**config.mk**
```make
export PLATFORM = sky130hd
export DESIGN_NAME = sar_search_ctrl
export DESIGN_NICKNAME = d
export VERILOG_FILES = /design/src/rtl/sar_search_ctrl.sv
export SDC_FILE = /design/constraint.sdc
export NUM_CORES = 1
export LEC_CHECK = 0
export BUFFER_PORTS_ARGS = -buffer_cell sky130_fd_sc_hd__buf_2
export CAP_MARGIN = 40
export CORE_MARGIN = 1
export CORE_UTILIZATION = 45
export DETAILED_ROUTE_END_ITERATION = 10
export GPL_TIMING_DRIVEN = 1
export PLACE_DENSITY = 0.65
export SLEW_MARGIN = 20
export SYNTH_ARGS = -nofsm -noshare
export SYNTH_HDL_FRONTEND = slang
export SYNTH_SLANG_ARGS = --single-unit
```
**constraint.sdc**
```tcl
create_clock -name clk -period 2.95 [get_ports clk]
set_input_delay 0.4425 -clock clk [delete_from_list [all_inputs] [get_ports clk]]
set_output_delay 0.4425 -clock clk [all_outputs]
set_load 0.02 [all_outputs]
```
**src/rtl/sar_search_ctrl.sv**
```systemverilog
// sar_search_ctrl: successive-approximation search controller for a 10-bit
// external comparator. Each step presents trial = r | ((1<<i)-1), so gt_in
// tells whether the target is at least r | (1<<i); the bit is kept when it is.
// Optional build macro: SAR_SETTLE_EN adds a comparator settle cycle per step
// (trial held two cycles, gt_in sampled on the second edge).
module sar_search_ctrl (
    input  logic       clk,
    input  logic       rst_n,
    input  logic       start,
    input  logic       gt_in,
    output logic [9:0] trial,
    output logic       busy,
    output logic       done,
    output logic [9:0] result
);

    typedef enum logic [1:0] {
        IDLE,
        CONVERT,
        DONE
    } state_t;

    state_t     state;
    logic [3:0] idx;
    logic [9:0] acc;
    logic [9:0] bitmask;
    logic [9:0] accnext;
    logic [9:0] masknext;
    logic       stepend;

`ifdef SAR_SETTLE_EN
    logic       settle;
`endif

    // Next accumulator value and the lower-bit mask for the following step
    always_comb begin
        bitmask  = 10'd1 << idx;
        accnext  = gt_in ? (acc | bitmask) : acc;
        masknext = (bitmask >> 1) - 10'd1;
`ifdef SAR_SETTLE_EN
        stepend  = settle;
`else
        stepend  = 1'b1;
`endif
    end

    // Search FSM with registered outputs; a step only resolves on stepend
    always_ff @(posedge clk or negedge rst_n) begin
        if (!rst_n) begin
            state  <= IDLE;
            idx    <= 4'd9;
            acc    <= 10'd0;
            trial  <= 10'd0;
            busy   <= 1'b0;
            done   <= 1'b0;
            result <= 10'd0;
`ifdef SAR_SETTLE_EN
            settle <= 1'b0;
`endif
        end else begin
            case (state)
                IDLE, DONE: begin
                    done <= 1'b0;
                    if (start) begin
                        state  <= CONVERT;
                        idx    <= 4'd9;
                        acc    <= 10'd0;
                        trial  <= 10'h1FF;
                        busy   <= 1'b1;
`ifdef SAR_SETTLE_EN
                        settle <= 1'b0;
`endif
                    end else begin
                        state <= IDLE;
                        trial <= 10'd0;
                        busy  <= 1'b0;
                    end
                end
                CONVERT: begin
`ifdef SAR_SETTLE_EN
                    settle <= ~settle;
`endif
                    if (stepend) begin
                        acc <= accnext;
                        if (idx == 4'd0) begin
                            result <= accnext;
                            state  <= DONE;
                            trial  <= 10'd0;
                            busy   <= 1'b0;
                            done   <= 1'b1;
                        end else begin
                            idx   <= idx - 4'd1;
                            trial <= accnext | masknext;
                        end
                    end
                end
                default: begin
                    state <= IDLE;
                    trial <= 10'd0;
                    busy  <= 1'b0;
                    done  <= 1'b0;
                end
            endcase
        end
    end

endmodule

```
Word level (Yosys, flattened, before mapping)

Index checks and enable logic that the tools add are counted.
Widths: inputs -> output; s select.

Logic and storage cells: 41
Bits in latches: 0
ROM bits: 0
Bits in registers: 38
Output and inout port bits: 22
Input port bits: 4
Memories: 0
Memory bits (writable): 0

Multiply operators: 0
Add/subtract/negate cells: 2
Eq/ne operators: 5
Muxes and demuxes: 17
Bitwise gates (word level): 2
Shift operators: 1
Reduce and logical (&&, ||, !) cells: 7
Div/mod/pow operators: 0
$lt $le $gt $ge: 0

Operators with widths:

| cell                 | count |
|---|---|
| $pmux 10 s2          | 2 |
| $mux 10              | 3 |
| $or 10x10->10        | 2 |
| $shl 1x4->10 const A | 1 |
| $sub 9x1->10 const B | 1 |
| $mux 9               | 1 |
| $mux 4               | 2 |
| $pmux 4 s2           | 1 |
| $ne 2x2->1 const B   | 3 |
| $mux 1               | 5 |
| $logic_not 4->1      | 1 |
| $pmux 2 s2           | 1 |
| $reduce_and 2->1     | 2 |
| $sub 4x1->4 const B  | 1 |
| $reduce_and 3->1     | 1 |
| $eq 2x1->1 const B   | 1 |
| $eq 2x2->1 const B   | 1 |
| $logic_not 2->1      | 1 |
| $mux 2               | 1 |
| $pmux 1 s2           | 1 |
| $reduce_bool 2->1    | 1 |
| $reduce_or 2->1      | 1 |

Longest topological paths before layout

Gate-level depths: netlist of the first run.

Word-level depth: 6
Mapped depth: 10
Depth with buffers taken out: 8

Worst setup path before layout of the first run

OpenSTA, ideal clock, no wires.

Kind: register to register
From: register idx[0]
To: register trial[6]
Path buffers: 2
Arrival: 2.087 ns
Setup slack: 0.798 ns
Period minus slack after synthesis: 2.152 ns
Data required time: 2.885 ns
Setup time: 0.065 ns
Cell stages (with the launch flop): 10
Cells stage by stage: dfstp_2 > ha_1 > buf_2 > clkbuf_1 > nand2_1 > ha_1 > nand3b_1 > nor4_1 > a2111oi_0 > a211o_1

Cells in the longest elaborated chain, start to end: 6
Elaborated cells on any way between the ends: 8
Those cells by class: 1 x add/sub; 1 x shift; 3 x mux; 2 x bitwise; 1 x reduce/logical

RTL lines:

| element                                              | RTL line | RTL |
|---|---|---|
| start: declaration                                   | 24       | `logic [3:0] idx;` |
| start signal: assignment                             | 92       | `idx <= idx - 4'd1;` |
| branches (longest 4 deep; another with $sub 9x1->10) | -        |  |
| $mux 10 (*)                                          | 85       | `if (idx == 4'd0) begin` |
| $pmux 10 s2 (*)                                      | 61       | `case (state)` |
| end signal: assignment                               | 93       | `trial <= accnext \| masknext;` |
| end: declaration                                     | 11       | `output logic [9:0] trial,` |

Mark *: on every way between the ends.
A chain may end at the register's enable or synchronous reset.

Worst setup path in the final report of the first run

Same ends and word-level chain as after synthesis.

==> results of run 1 <==
-- cell families (layout without fill, tap and decap cells) --
| group | Yosys count | count (layout) | share of synthesized area |
|---|---|---|---|
| adder cells (fa/ha/maj) | 6 | 6 | 0.0420 |
| flip-flops | 36 | 36 | 0.506 |
| AND/OR/NAND/NOR | 65 | 65 | 0.197 |
| buffers and inverters | 18 | 39 | 0.0469 |
| XOR/XNOR | 4 | 4 | 0.0196 |
| AO/OA/AOI/OAI | 58 | 58 | 0.189 |
-- power groups by stage --
| stage | Combinational, µW | Clock (µW) | Sequential (µW) |
|---|---|---|---|
| after floorplan | 816 | 0 | 1030 |
| after global placement | 1260 | 0 | 886 |
| after CTS | 1280 | 353 | 886 |
| final | 1290 | 346 | 888 |
| after detailed placement | 1280 | 0 | 894 |
| after global routing | 1420 | 379 | 916 |
-- area by class of cell --
type / count / share of cell area
clock buffers: 7 / 0.0379
clock inverters: 1 / 0.00435
multi-input cells: 133 / 0.397
inverters: 4 / 0.00745
flip-flops and latches: 36 / 0.448
well taps: 48 / 0.0298
repair buffers: 27 / 0.0757
-- final timing paths --
path | start | to | cells past startpoint
max in group asynchronous | rst_n | trial[9] | 2
hold / removal | rst_n | trial[4] | 1
min in group clk | start | acc[8] | 2
hold reg to reg | acc[5] | acc[5] | 2
setup / recovery | idx[0] | trial[6] | 7
setup reg to reg | idx[0] | trial[6] | 7
-- cells in the mapped netlist --
cell type                   number
sky130_fd_sc_hd__dfrtp_1        34
sky130_fd_sc_hd__nor2_1         26
sky130_fd_sc_hd__a21oi_1        23
sky130_fd_sc_hd__o21ai_0        10
sky130_fd_sc_hd__nand2_1         8
sky130_fd_sc_hd__buf_2           7
sky130_fd_sc_hd__o21ai_1         7
sky130_fd_sc_hd__ha_1            6
sky130_fd_sc_hd__a21o_1          5
sky130_fd_sc_hd__a31oi_1         4
sky130_fd_sc_hd__clkbuf_1        4
sky130_fd_sc_hd__inv_1           4
sky130_fd_sc_hd__nand2b_1        3
sky130_fd_sc_hd__nand3_1         3
sky130_fd_sc_hd__nor3_1          3
sky130_fd_sc_hd__xor2_1          3
sky130_fd_sc_hd__and2b_1         2
sky130_fd_sc_hd__and3b_1         2
sky130_fd_sc_hd__and4b_1         2
sky130_fd_sc_hd__buf_4           2
sky130_fd_sc_hd__dfstp_2         2
sky130_fd_sc_hd__nor2b_1         2
sky130_fd_sc_hd__nor3b_1         2
sky130_fd_sc_hd__nor4_1          2
sky130_fd_sc_hd__nor4b_1         2
sky130_fd_sc_hd__o211ai_1        2
sky130_fd_sc_hd__o2bb2ai_1       2
sky130_fd_sc_hd__a2111oi_0       1
sky130_fd_sc_hd__a211o_1         1
sky130_fd_sc_hd__a2bb2oi_1       1
sky130_fd_sc_hd__a41oi_1         1
sky130_fd_sc_hd__and2_1          1
sky130_fd_sc_hd__and2_4          1
sky130_fd_sc_hd__and3_1          1
sky130_fd_sc_hd__buf_1           1
sky130_fd_sc_hd__nand2_2         1
sky130_fd_sc_hd__nand3b_1        1
sky130_fd_sc_hd__nor3b_2         1
sky130_fd_sc_hd__o21bai_1        1
sky130_fd_sc_hd__or2_1           1
sky130_fd_sc_hd__or3b_4          1
sky130_fd_sc_hd__xnor2_1         1
-- per-stage QoR --
stage	power [µW]	setup WS, ns	cell area [µm²]
final	2520	0.617	2020
after global routing	2720	0.393	2020
after CTS	2520	0.635	2000
after detailed placement	2170	0.657	1910
after global placement	2150	0.671	1910
after floorplan	1840	0.798	1790
-- per-layer routing --
| layer | global-route usage | up-vias | share of wire |
|---|---|---|---|
| met3 | 0.0669 | 8 | 0.045 |
| li1 | - | 694 | - |
| met5 | 0 | - | 0 |
| met1 | 0.275 | 673 | 0.44 |
| met4 | 0.103 | 0 | 0.022 |
| met2 | 0.313 | 38 | 0.49 |
-- critical path: cells and delay by family, from the launching register on --
family | cells | cell delay (ns)
AO/OA/AOI/OAI | 2 | 0.52
adder cells (fa/ha/maj) | 2 | 0.85
flip-flops | 1 | 0.59
AND/OR/NAND/NOR | 3 | 0.32
-- state kept, by name, summed over array words and instances (netlist names) --
register  flops
result       10
acc          10
idx           4
trial        10
state         2
==> impl.org, run 1 <==
** Logic synthesis
- Post-synthesis instance total :: 187
- Dividing the synthesized area by the synthesized cell count gives 9.55 µm².
- Cell area after technology mapping :: 1790 µm²
- Library cell occupying the most area in the post-synthesis netlist :: sky130_fd_sc_hd__dfrtp_1
- In this run, distinct cell masters in the synthesized netlist total 42.
- Sorting the synthesized cells by area gives the leading types as sky130_fd_sc_hd__dfrtp_1, sky130_fd_sc_hd__a21oi_1, sky130_fd_sc_hd__nor2_1.
- Top cell type's share of synthesized area :: 0.476
- Synthesis produced a netlist with a net count of 197.
- Flop and latch count out of synthesis :: 36
- The share of the Yosys chip area taken by registers is 0.506.
- During synthesis, Yosys emitted a total of 0 warnings.

** Route
- In this run, the number of DRC markers left after iteration 0 of detailed routing was 78.
- After detailed routing, the average wire length per cell comes to 15.1 µm.
- Drt via density :: 5.52
- In the routed design, unresolved DRC markers number 0.
- Detailed routing inserted a total of 1413 vias.
- The first detailed-routing pass ran for 5 iterations.
- Count of nets left with antenna violations after detail routing :: 0
- The routed design has 3870 µm of wire.

** Clock network
- # H-tree levels :: 2
- Clock transition at path regs :: 0.08 ns
- Number of sinks handled by clock tree synthesis :: 36
- Buffer count from post-CTS setup fixing :: 0
- Root cell of the clock tree :: sky130_fd_sc_hd__clkbuf_8
- For this design, the CTS-stage hold fixing added 0 buffers.
- At the later pin of the worst-skew pair, clock insertion delay measures 0.30 ns.
- The clock passes through at most 2 buffers.
- The number of clock buffers added by TritonCTS is 5.
- Clock tree from TritonCTS :: built
- Post-CTS repair changed the size of 0 cells.

** Floorplan
- Core outline area :: 3740 µm²
- Die outline area :: 4230 µm²
- Overall die width :: 65.0 µm
- Ports :: 26
- Initial standard-cell utilization of the core :: 0.477
- After floorplanning, the core was divided into 22 placement rows.
- Die Y :: 65.0 µm

** Worst setup path
- For flop-to-flop paths, the worst setup slack is 0.62 ns.
- Kind of start point of the critical path :: register
- Kind of end point of the critical path :: register
- Cell type with the highest occurrence count on the critical path :: sky130_fd_sc_hd__ha_1
- In this run the worst path has a maximum fanout of 17.
- Maximum cell stage delay along the critical path :: 0.59 ns
- WP data required :: 3.19 ns
- The worst setup path is of the reg2reg kind.
- Among all stages on the critical path, the largest delay is contributed by sky130_fd_sc_hd__dfstp_2.
- Walking the worst path, the cells encountered are ha_1 > nand2_1 > ha_1 > nand3b_1 > nor4_1 > a2111oi_0 > a211o_1.
- Arrival time worst endpoint :: 2.58 ns

** STA
- Static timing analysis puts the maximum clock frequency at 429 MHz.
- The hold violation total from the final report was 4.
- Accumulated negative setup slack :: 0 ns
- The count of pins over their slew limit was 0.
- The routed design could run at a clock period as short as 2.33 ns.
- Final count of negative-setup-slack endpoints :: 0
- On the final layout, the worst hold slack is -0.00211 ns.
- On the final layout, the worst clock skew is 0.0164 ns.
- Dividing the final minimum period by the clock period gives 0.791.
- In this run the tightest slew margin relative to its limit is 0.468.
- RSZ-0062 raised after global routing :: no
- Worst Max-Slew Pin Slew :: 0.796 ns

** GRT
- Maximum number of pins on one net before global-route repair :: 37
- Sum of overflow across all layers after global routing :: 0
- In the global route stage, overall resource usage came out at 0.210.
- The number of antenna violations at the first check in global routing is 0.
- The via count of the first global-routing pass is 1262.
- The first global-routing pass estimated 6420 µm of wire.

** Place
- Quantity of I/O buffers inserted on ports :: 25
- Weighted congestion reported at the end of routability-driven placement :: 0.885
- Detailed placement finished with a half-perimeter wire length of 2610 µm.
- DP Cell Count :: 247

** Cells and area
- Most common cell after layout, fill and taps aside :: sky130_fd_sc_hd__dfrtp_1
- The multi-input combinational cells in the finished layout cover a total of 800 µm².
- Area of all sequential standard cells :: 903 µm²
- Fill cells in the final layout number 353.
- In the final layout, the share of cells above drive strength 1 is 0.188.
- Count of placed standard cells in the final layout, fillers left out :: 256
- After the last flow step, the layout net total stands at 217.
- Area delta synth->final :: 12.8%
- For this run, the share of the core covered by cells in the final layout is 0.538.
- In the layout the commonest cells are sky130_fd_sc_hd__dfrtp_1, sky130_fd_sc_hd__nor2_1, sky130_fd_sc_hd__buf_2.
- Diodes inserted :: 0

** Power and ir drop
- Of the total power, the clock network draws 0.137.
- The share of total power dissipated in combinational logic is 0.510.
- For this design the ratio of total power to cell area is 1250 nW/µm².
- The internal portion of the total power is 1390 µW.
- The share of total power dissipated in sequential elements is 0.352.
- Switch share :: 0.449
- Worst supply voltage drop on vdd :: 0.000554 V
- Summed over all nets, the switching power comes to 1130 µW.
- For this design the static power due to leakage is 0.000917 µW.

** Min path
- Classification of the worst-slack hold path :: in2async

** Outcome
- The checks that failed: negative hold slack.
- The run finished, with violations left.

** Run
- Max-cap violations :: 0
(Power assumes the default switching activity.)
==> run 2: changes to the inputs <==
==> constraint.sdc (replaced) <==
create_clock -name clk -period 2.2 [get_ports clk]
set_input_delay 0.33 -clock clk [delete_from_list [all_inputs] [get_ports clk]]
set_output_delay 0.33 -clock clk [all_outputs]
set_load 0.02 [all_outputs]
==> run 2 against run 1 <==
  * The flow now finishes without violations
  * Sequential share of layout area decreased by 1.7 points
  * Sequential cell count unchanged
  * Combinational power increased by 45%
  * Highest routed layer unchanged
  * Global-route usage decreased by 0.18 points
  * Register-to-register slack got worse by 0.52 ns
  * Clock skew decreased by 0.011 ns
  * Worst hold slack improved by 0.24 ns
  * Die area unchanged
  * Routed wire length decreased by 0.39%
  * First-iteration DRC count decreased by 23%
  * Final cell count increased by 2.7%
  * Final area increased by 3.9%
==> impl.org, run 2 (synthesis gave the netlist of run 1 again) <==
** Place
- The count of input and output buffers was 25 (unchanged).
- Weighted congestion reported at the end of routability-driven placement :: 0.932 (+5.3%)
- HPWL Detailed :: 2670 µm (+2.3%)
- The instance area after placement was 1960 µm² (+2.4%).

** Worst setup path
- Cell type with the highest occurrence count on the critical path :: sky130_fd_sc_hd__ha_1
- The worst register-to-register path begins at idx[0].
- Traced cell by cell, the critical path runs through inv_1 > ha_1 > nand2_1 > ha_1 > nand3b_1 > nor4_1 > a2111oi_1 > a211o_1.
- Maximum cell stage delay along the critical path :: 0.58 ns (about the same)
- The most critical setup path has its startpoint at idx[0].
- The worst setup path is launched from a register.
- In this design, the largest share of critical-path delay is due to flip-flops.
- The critical path buffer and inverter count was 1 (+1).
- The critical path data arrival time came to 2.27 ns (-0.31 ns).
- Critical-path cell with the highest stage delay :: sky130_fd_sc_hd__dfstp_2
- By startpoint and endpoint, the worst setup path is classified as reg2reg.
- The maximum fanout along the worst path was 7 (-10).
- WP data required :: 2.37 ns (-0.82 ns)
- The worst setup path is captured at a register.

** Clock network
- Clock tree from TritonCTS :: built
- Clk Latency, worst-skew pair :: 0.29 ns (about the same)
- Number of buffers inserted during clock tree synthesis :: 5 (unchanged)
- The CTS clock-pin slew for the worst setup and hold paths is 0.07 ns (about the same).
- The TritonCTS sink count was 36 (unchanged).
- The root buffer cell chosen for the clock tree is sky130_fd_sc_hd__clkbuf_8.
- The number of setup buffers added after CTS came to 0 (unchanged).
- The number of buffers between clock root and the deepest sink was 2 (unchanged).
- The level count of the clock H-tree came to 2 (unchanged).

** STA
- The smallest hold slack is 0.241 ns (+0.243 ns).
- Worst slew margin relative to its limit :: 0.490 (+0.0223)
- Highest clock frequency the design can meet :: 477 MHz (+11%)
- The final cycle utilization of the critical path was 0.954 (+0.163).
- Number of max-slew violations in the final report :: 0 (unchanged)
- RSZ-0062 raised after global routing :: no
- Number of hold violations in the final report :: 0 (-4)
- The final critical-path required period is 2.10 ns (-0.234 ns).
- The accumulated negative setup slack was 0 ns (unchanged).
- The transition at the pin with the smallest max-transition slack came to 0.763 ns (-0.0333 ns).
- Final count of negative-setup-slack endpoints :: 0 (unchanged)
- Worst Skew :: 0.00511 ns (-0.0113 ns)

** Floorplan
- The die width was 65.0 µm (unchanged).
- Initial standard-cell utilization of the core :: 0.477 (unchanged)
- The core area was 3740 µm² (unchanged).
- The chip height was 65.0 µm (unchanged).
- The count of boundary I/O pins came to 26 (unchanged).
- The number of standard-cell rows in the floorplan came to 22 (unchanged).
- Die outline area :: 4230 µm² (unchanged)

** Cells and area
- Ratio of cells with drive above 1 in the final layout :: 0.214 (+0.0265)
- The area occupied by multi-input gates was 801 µm² (+0.16%).
- Registers with the most flip-flops :: acc: 10 flops, result: 10 flops, trial: 10 flops
- The area growth from synthesis to layout is 17.2%.
- The final cell utilization of the core came to 0.559 (+0.0211).
- Number of filler instances in the final layout :: 354 (+0.28%)
- Fin area :: 2090 µm² (+3.9%)
- Nets@finish :: 224 (+3.2%)
- The top cell types in the final layout, fill and taps aside, are sky130_fd_sc_hd__dfrtp_1, sky130_fd_sc_hd__nor2_1, sky130_fd_sc_hd__buf_2.
- Area of all sequential standard cells :: 903 µm² (unchanged)
- The diode insertion count for antenna repair was 0 (unchanged).
- Most common cell after layout, fill and taps aside :: sky130_fd_sc_hd__dfrtp_1

** GRT
- Tot GR Track Use :: 0.208 (-0.00180)
- Wire length of the first global-routing pass :: 6510 µm (+1.5%)
- The overall overflow remaining after global route came to 0 (unchanged).
- The number of antenna violations at the first check in global routing came to 0 (unchanged).
- Vias in the first global route :: 1346 (+6.7%)
- Maximum number of pins on one net before global-route repair :: 37 (unchanged)

** Route
- The number of DRC markers after the initial detailed-route iteration is 60 (-23%).
- The amount of wire on met2 after detailed routing was 1840 µm (-2.8%).
- Post-detailed-route DRC marker count :: 0 (unchanged)
- Final WL :: 3860 µm (-0.39%)
- Highest layer used for signal routing :: met4
- Routed len/inst :: 14.7 µm (-3.0%)
- The met1 layer wirelength in the final routing was 1690 µm (-1.4%).
- The number of optimization iterations in the first detailed-route pass is 4 (-1).
- The routed length on met3 came to 249 µm (+42%).
- The remaining antenna violation count after routing came to 0 (unchanged).
- Total number of vias :: 1467 (+3.8%)
- Drt via density :: 5.58 (+1.1%)

** Power and ir drop
- Power per Cell Area :: 1700 nW/µm² (+36%)
- The worst supply voltage drop on vdd is 0.000880 V (+59%).
- The leakage dissipation is 0.000964 µW (+5.1%).

** Min path
- Classification of the worst-slack hold path :: in2reg
- Hold Path Origin :: start

** Run
- Max-cap violations :: 0 (unchanged)

** Outcome
- The flow ran to the end, and the final reports show no timing, DRC or antenna violations.
[run 2: timing repair]
action,4_1_cts,5_1_grt
hold buffers,0,1
gates resized for setup,0,1
endpoints found under the hold margin,0,3
endpoints found under the setup margin,0,1
[run 2: cell type report]
cell class | count | area share
clock buffers | 6 | 0.0346
well taps | 48 | 0.0287
repair buffers | 34 | 0.0992
clock inverters | 2 | 0.0167
multi-input cells | 133 | 0.382
inverters | 4 | 0.00717
flip-flops and latches | 36 | 0.431
[run 2: routing by layer]
metal	up-vias	GRT usage
li1	702	-
met5	-	0
met3	9	0.0581
met1	705	0.273
met2	51	0.323
met4	0	0.0870
[run 2: worst register-to-register path: stages (launching register included)]
cell and delay, ns:
sky130_fd_sc_hd__dfstp_2 0.58, sky130_fd_sc_hd__inv_1 0.09, sky130_fd_sc_hd__ha_1 0.26, sky130_fd_sc_hd__nand2_1 0.08, sky130_fd_sc_hd__ha_1 0.27, sky130_fd_sc_hd__nand3b_1 0.11, sky130_fd_sc_hd__nor4_1 0.22, sky130_fd_sc_hd__a2111oi_1 0.10
sky130_fd_sc_hd__a211o_1 0.28
[run 2: path summary, 6_finish.rpt]
kind / endpoint / slack [ns] / cells past startpoint
max: trial[6] / 0.10 / 8
min: acc[8] / 0.24 / 2
max reg2reg: trial[6] / 0.10 / 8
min reg2reg: acc[5] / 0.51 / 2
max in group asynchronous: idx[0] / 1.35 / 3
min in group asynchronous: trial[4] / 0.40 / 2
[run 2: through the flow]
stage,setup WS (ns),total power [µW],cells
floorplan,0.0482,2470,187
global placement,0.242,2960,253
detailed placement,0.121,2990,253
CTS,0.109,3570,261
global route,0.00531,3860,263
finish,0.102,3560,263
[run 2: report_power, final]
group	switching [µW]	total, µW	internal, µW	leakage [µW]
Combinational	1140	1870	731	0.000482
Clock	235	571	336	0.0000552
Sequential	147	1120	973	0.000427
